==> config.mk <==
export PLATFORM = sky130hd
export DESIGN_NAME = bcd_share_sched
export DESIGN_NICKNAME = d
export VERILOG_FILES = /design/src/rtl/bcd_share_sched.sv
export SDC_FILE = /design/constraint.sdc
export NUM_CORES = 1
export LEC_CHECK = 0
export BUFFER_PORTS_ARGS = -buffer_cell sky130_fd_sc_hd__buf_2
export CAP_MARGIN = 20
export CORE_AREA = 2 2 68 70
export CTS_CLUSTER_DIAMETER = 60
export DETAILED_ROUTE_END_ITERATION = 6
export DIE_AREA = 0 0 70 72
export PLACE_DENSITY = 0.81
export SLEW_MARGIN = 20
export SYNTH_ARGS = -nofsm -noshare
export SYNTH_HDL_FRONTEND = slang
export SYNTH_SLANG_ARGS = --single-unit
==> constraint.sdc <==
create_clock -name clk -period 3.3 [get_ports clk]
set_clock_uncertainty 0.15 [all_clocks]
set_input_delay 0.66 -clock clk [delete_from_list [all_inputs] [get_ports clk]]
set_output_delay 0.66 -clock clk [all_outputs]
set_load 0.03 [all_outputs]
==> src/rtl/bcd_share_sched.sv <==
// -----------------------------------------------------------------------------
// bcd_share_sched
//
// Shared, iterative binary-to-BCD converter serving NREQ requesters.
// A round-robin arbiter picks one pending requester, latches its W-bit
// operand and runs a double-dabble conversion, one shift per clock. The
// three resulting BCD digits are returned with a one-cycle done pulse,
// tagged with the index of the requester that was served.
//
// Optional feature macro: BCD_LEADZERO_BLANK_EN
//   Defined   : leading-zero digits are replaced by 4'hF (blank code for a
//               7-segment decoder). tram blanks when 0; chuc blanks when
//               both tram and chuc are 0; donvi never blanks.
//   Undefined : plain BCD digits on all outputs.
//   Timing is identical either way.
//
// Parameters:
//   NREQ  number of requesters (2..8)
//   W     operand width in bits (4..9, result always fits in 3 digits)
//
// Ports:
//   clk      in   system clock, rising edge
//   rst      in   synchronous active-high reset
//   req      in   [NREQ]     request level per requester, held until granted
//   sohex    in   [NREQ*W]   operands, requester k at bits [k*W +: W]
//   gnt      out  [NREQ]     one-hot, one-cycle grant pulse
//   busy     out             high while a conversion is in progress
//   done     out             one-cycle pulse, result valid on the digits
//   done_id  out  [clog2]    requester index belonging to the result
//   tram     out  [4]        hundreds digit
//   chuc     out  [4]        tens digit
//   donvi    out  [4]        units digit
//
// Timing: grant is decided at edge E0 (gnt visible the following cycle),
// shifts happen on edges E1..EW, results load at E(W+1). The IDLE cycle
// carrying done may grant again, so peak throughput is one conversion per
// W+2 clocks.
// -----------------------------------------------------------------------------
module bcd_share_sched #(
    parameter int NREQ = 4,
    parameter int W    = 7
) (
    input  logic                    clk,
    input  logic                    rst,
    input  logic [NREQ-1:0]         req,
    input  logic [NREQ*W-1:0]       sohex,
    output logic [NREQ-1:0]         gnt,
    output logic                    busy,
    output logic                    done,
    output logic [$clog2(NREQ)-1:0] done_id,
    output logic [3:0]              tram,
    output logic [3:0]              chuc,
    output logic [3:0]              donvi
);

    localparam int IDW = $clog2(NREQ);
    localparam int CW  = $clog2(W + 1);
    // Shift register: 12 BCD bits on top of the W binary bits.
    localparam int SRW = W + 12;

    typedef enum logic {
        ST_IDLE  = 1'b0,
        ST_SHIFT = 1'b1
    } state_t;

    // -------------------------------------------------------------------------
    // Digit helpers
    // -------------------------------------------------------------------------
    function automatic logic [3:0] add3(input logic [3:0] nib);
        return (nib >= 4'd5) ? (nib + 4'd3) : nib;
    endfunction

    // One double-dabble iteration: correct every BCD nibble, then shift.
    function automatic logic [SRW-1:0] dd_step(input logic [SRW-1:0] sr);
        logic [SRW-1:0] adj;
        adj            = sr;
        adj[W+3:W]     = add3(sr[W+3:W]);
        adj[W+7:W+4]   = add3(sr[W+7:W+4]);
        adj[W+11:W+8]  = add3(sr[W+11:W+8]);
        return {adj[SRW-2:0], 1'b0};
    endfunction

    // Maps the raw BCD field {hundreds, tens, units} to output digit codes.
    function automatic logic [11:0] fmt_digits(input logic [11:0] bcd);
        logic [3:0] h;
        logic [3:0] t;
        logic [3:0] u;
        h = bcd[11:8];
        t = bcd[7:4];
        u = bcd[3:0];
`ifdef BCD_LEADZERO_BLANK_EN
        // Tens blanks only when the hundreds digit is also a leading zero.
        if (h == 4'd0 && t == 4'd0) begin
            t = 4'hF;
        end
        if (h == 4'd0) begin
            h = 4'hF;
        end
`endif
        return {h, t, u};
    endfunction

    // -------------------------------------------------------------------------
    // Operand unpacking
    // -------------------------------------------------------------------------
    logic [W-1:0] w_opnd [NREQ];

    for (genvar g = 0; g < NREQ; g++) begin : g_opnd
        assign w_opnd[g] = sohex[g*W +: W];
    end

    // -------------------------------------------------------------------------
    // Registers
    // -------------------------------------------------------------------------
    state_t          r_state;
    logic [SRW-1:0]  r_sr;
    logic [CW-1:0]   r_cnt;
    logic [IDW-1:0]  r_id;
    logic [IDW-1:0]  r_ptr;
    logic [NREQ-1:0] r_gnt;
    logic            r_busy;
    logic            r_done;
    logic [IDW-1:0]  r_done_id;
    logic [3:0]      r_tram;
    logic [3:0]      r_chuc;
    logic [3:0]      r_donvi;

    // -------------------------------------------------------------------------
    // Round-robin selection: first set req bit searching from r_ptr+1 upward,
    // wrapping modulo NREQ. r_ptr itself is examined last, so the requester
    // just served has the lowest priority next time.
    // -------------------------------------------------------------------------
    logic           w_any;
    logic [IDW-1:0] w_sel;
    logic [IDW-1:0] w_k;

    always_comb begin
        w_any = 1'b0;
        w_sel = '0;
        w_k   = '0;
        for (int i = 1; i <= NREQ; i++) begin
            w_k = IDW'((int'(r_ptr) + i) % NREQ);
            if (!w_any && req[w_k]) begin
                w_any = 1'b1;
                w_sel = w_k;
            end
        end
    end

    logic [11:0] w_digits;
    assign w_digits = fmt_digits(r_sr[W+11:W]);

    // -------------------------------------------------------------------------
    // Controller and datapath
    // -------------------------------------------------------------------------
    always_ff @(posedge clk) begin
        if (rst) begin
            r_state   <= ST_IDLE;
            r_sr      <= '0;
            r_cnt     <= '0;
            r_id      <= '0;
            r_ptr     <= IDW'(NREQ - 1);
            r_gnt     <= '0;
            r_busy    <= 1'b0;
            r_done    <= 1'b0;
            r_done_id <= '0;
            r_tram    <= 4'd0;
            r_chuc    <= 4'd0;
            r_donvi   <= 4'd0;
        end else begin
            // Pulses default low; set only on the edge that raises them.
            r_gnt  <= '0;
            r_done <= 1'b0;
            case (r_state)
                ST_IDLE: begin
                    if (w_any) begin
                        r_sr    <= {12'd0, w_opnd[w_sel]};
                        r_cnt   <= '0;
                        r_id    <= w_sel;
                        r_ptr   <= w_sel;
                        r_gnt   <= NREQ'(1) << w_sel;
                        r_busy  <= 1'b1;
                        r_state <= ST_SHIFT;
                    end
                end
                ST_SHIFT: begin
                    if (r_cnt == CW'(W)) begin
                        // All W bits shifted in: publish the result.
                        r_tram    <= w_digits[11:8];
                        r_chuc    <= w_digits[7:4];
                        r_donvi   <= w_digits[3:0];
                        r_done_id <= r_id;
                        r_done    <= 1'b1;
                        r_busy    <= 1'b0;
                        r_state   <= ST_IDLE;
                    end else begin
                        r_sr  <= dd_step(r_sr);
                        r_cnt <= r_cnt + CW'(1);
                    end
                end
                default: begin
                    r_state <= ST_IDLE;
                end
            endcase
        end
    end

    assign gnt     = r_gnt;
    assign busy    = r_busy;
    assign done    = r_done;
    assign done_id = r_done_id;
    assign tram    = r_tram;
    assign chuc    = r_chuc;
    assign donvi   = r_donvi;

endmodule

==> metrics.yaml <==
run_status:
  run_status: "finished, final reports clean"
global_route:
  grt_pass1_wl_um: 7880
  grt_pass1_vias: 1887
  overflow: 0
  grt_max_degree: 46
  antenna_found_initial: 0
  grt.total_usage_pct: 19.3
synth:
  synth_top_area_share_pct: 40.2
  yosys-top-cells-area: "dfxtp_1 40%, nand2_1 7.2%, a21oi_1 6.8%"
  syn_area_um2: 2340
  synth_cell_type_count: 37
  synth_edf_count: 0
  yosysWarnings: 0
  syn_avg_cell_area_um2: 8.21
  ys_seq_area_share_pct: 40.2
  synth_largest_area_cell: "dfxtp_1"
  synthFlopType: "dfxtp_1"
  async_reset_ff_share_pct: 0
  ys_ff_latch: 47
  syn_nets: 327
  netlist_instances: 285
cells_and_area:
  nets: 369
  diodes: 0
  fin_cells: 380
  drive_above_1_share_pct: 21.0
  n_fill_cell: 386
  design_area_um2: 2700
  regArea_um2: 941
  layout_common_cells: "53 x buf_2, 47 x dfxtp_1, 45 x nand2_1"
  syn2layout_area_growth_pct: 15.2
  multi_input_area_um2: 1260
  layout_commonest_cell: "buf_2"
floorplan:
  initial_core_util_pct: 54.9
  num_rows: 24
  die_area_um2: 5040
  ios: 54
  fp.dieH_um: 72
  coreArea_um2: 4260
  fp.dieW_um: 70
setup_path:
  worstSetupPathDepth: 5
  end_kind: "flop"
  r2r_start: "r_state"
  crit_buf_inv: 0
  crit_arrival_ps: 2370
  worstReg2RegEnd: "r_sr[5]"
  cp.required_ps: 3340
  reg2reg_slack_ps: 970
  cp-startpoint: "r_state"
  crit_fanout: 25
  path_class: "reg -> reg"
  rr_worst_depth: 5
  crit_path_cell_trace: "nand2_1, o21ai_4, a21oi_1, o211ai_1, o211ai_1"
  crit_path_frequent_cell: "o211ai_1"
  crit_path_start_kind: "flop"
  cp_slowest_stage_delay_ps: 660
  slowest_stage: "dfxtp_1"
  cp_top_family: "compound AO/OA/AOI/OAI gates"
timing:
  finalHoldViolCount: 0
  maxSlewHeadroom_pct: 38.1
  clock.fmax_mhz: 429
  fin_crit_ps: 2330
  final.setup.tns_ps: 0
  finalSetupViolCount: 0
  worstMarginPinSlew_ps: 927
  post-route-period-util_pct: 70.6
  rsz0062_at_grt: "false"
  finalMaxSlewViolations: 0
power:
  powerDensity_nw_per_um2: 442
  peakVddDrop_mv: 0.193
  p_leak_nw: 1.19
  power_mw: 1.19
clocking:
  cts_setup_buffers: 0
  clk_latency_ps: 300
  clockBufferDepth: 2
  cts.sinks: 47
  cts.repair.resized: 0
  clk_pin_slew_ps: 90
  cts_tree: "yes"
  cts_hold_buf: 0
  cts_buffers: 5
  htreeDepth: 2
  cts-root-buf: "clkbuf_8"
placement:
  placed_area_um2: 2580
  dp.cells: 372
  place.port_buffers: 53
  gp_congestion: 0.774
  dp_hpwl_um: 3290
hold_path:
  hold_path_depth: 2
  hp-class: "reg -> reg"
  min-delay-start: "tram[3]"
  min_to: "tram[3]"
detailed_routing:
  ant_nets: 0
  vias: 2040
  via_per_inst: 5.37
  routedWlPerCell_um: 12.1
  drt_pass1_iterations: 5
  drc: 0
  drt_iter0_drc: 106
  routed_wl_um: 4610
flow_run:
  cap_violations: 0
==> cell families after synthesis <==
family | count (synthesis) | synth area share (%)
fa+ha+maj | 8 | 4.28
flops | 47 | 40.2
compound gates | 83 | 23.3
buf+inv | 30 | 5.99
simple gates | 103 | 20.5
xor+xnor | 4 | 1.50
mux | 10 | 4.28
==> where the power goes <==
group	total, mW	leakage (nW)	internal, mW	switching [mW]
Clock	0.442	0.0618	0.249	0.193
Sequential	0.603	0.382	0.588	0.0155
Combinational	0.146	0.748	0.0630	0.0833
Total	1.19	1.19	0.900	0.292
==> flip-flops by register name, summed over array words and instances (netlist names) <==
signal	flops
r_ptr	2
tram	4
gnt	4
r_sr	19
donvi	4
r_id	2
done	1
r_state	1
busy	1
chuc	4
r_cnt	3
done_id	2
==> layout make-up <==
cell class                      instances  area share, %
Multi-Input combinational cell        208           46.7
Clock inverter                          2           1.44
Clock buffer                            6           3.06
Timing Repair Buffer                   53           9.83
Tap cell                               52           2.41
Sequential cell                        47           34.9
Inverter                               12           1.67
==> layer usage <==
layer  wire, µm  track usage, %  vias up
li1           -               -     1065
met1       2040            22.3      916
met3        232            5.00        6
met5          0               0        -
met4         63            7.69        0
met2       2280            34.4       53
==> per-stage QoR <==
stage                     util (%)  setup slack (ps)  hold slack (ps)
after CTS                     63.3               950              307
after detailed placement      60.4               700              295
final                         63.3               971              304
after global placement        60.4               743              289
after floorplan                  -              1250              282
after global routing          63.3               751              322
==> synth_stat cells (3+ instances only) <==
library cell and count:
a21boi_0 7, a21o_1 9, a21oi_1 32, a22oi_1 5
and3_1 6, buf_2 7, clkbuf_1 6, dfxtp_1 47
ha_1 8, inv_1 12, mux2i_1 10, nand2_1 45
nand2b_1 8, nand3_1 8, nand3b_1 3, nor2_1 20
nor2b_1 3, nor3_1 5, o211ai_1 12, o21ai_0 8
xnor2_1 4
==> worst reg2reg max path, stage by stage (launching register included) <==
cell and delay [ps]:
dfxtp_1 660, nand2_1 530, o21ai_4 430, a21oi_1 190, o211ai_1 150, o211ai_1 110
==> worst max-delay path by stage <==
stage	endpoint	slack, ps
global route	r_sr[4]	750
global placement	r_sr[4]	740
CTS	r_sr[5]	950
floorplan	r_sr[6]	1250
finish	r_sr[5]	970
detailed placement	r_sr[5]	700
No activity file was read; power rests on OpenSTA's default activity.
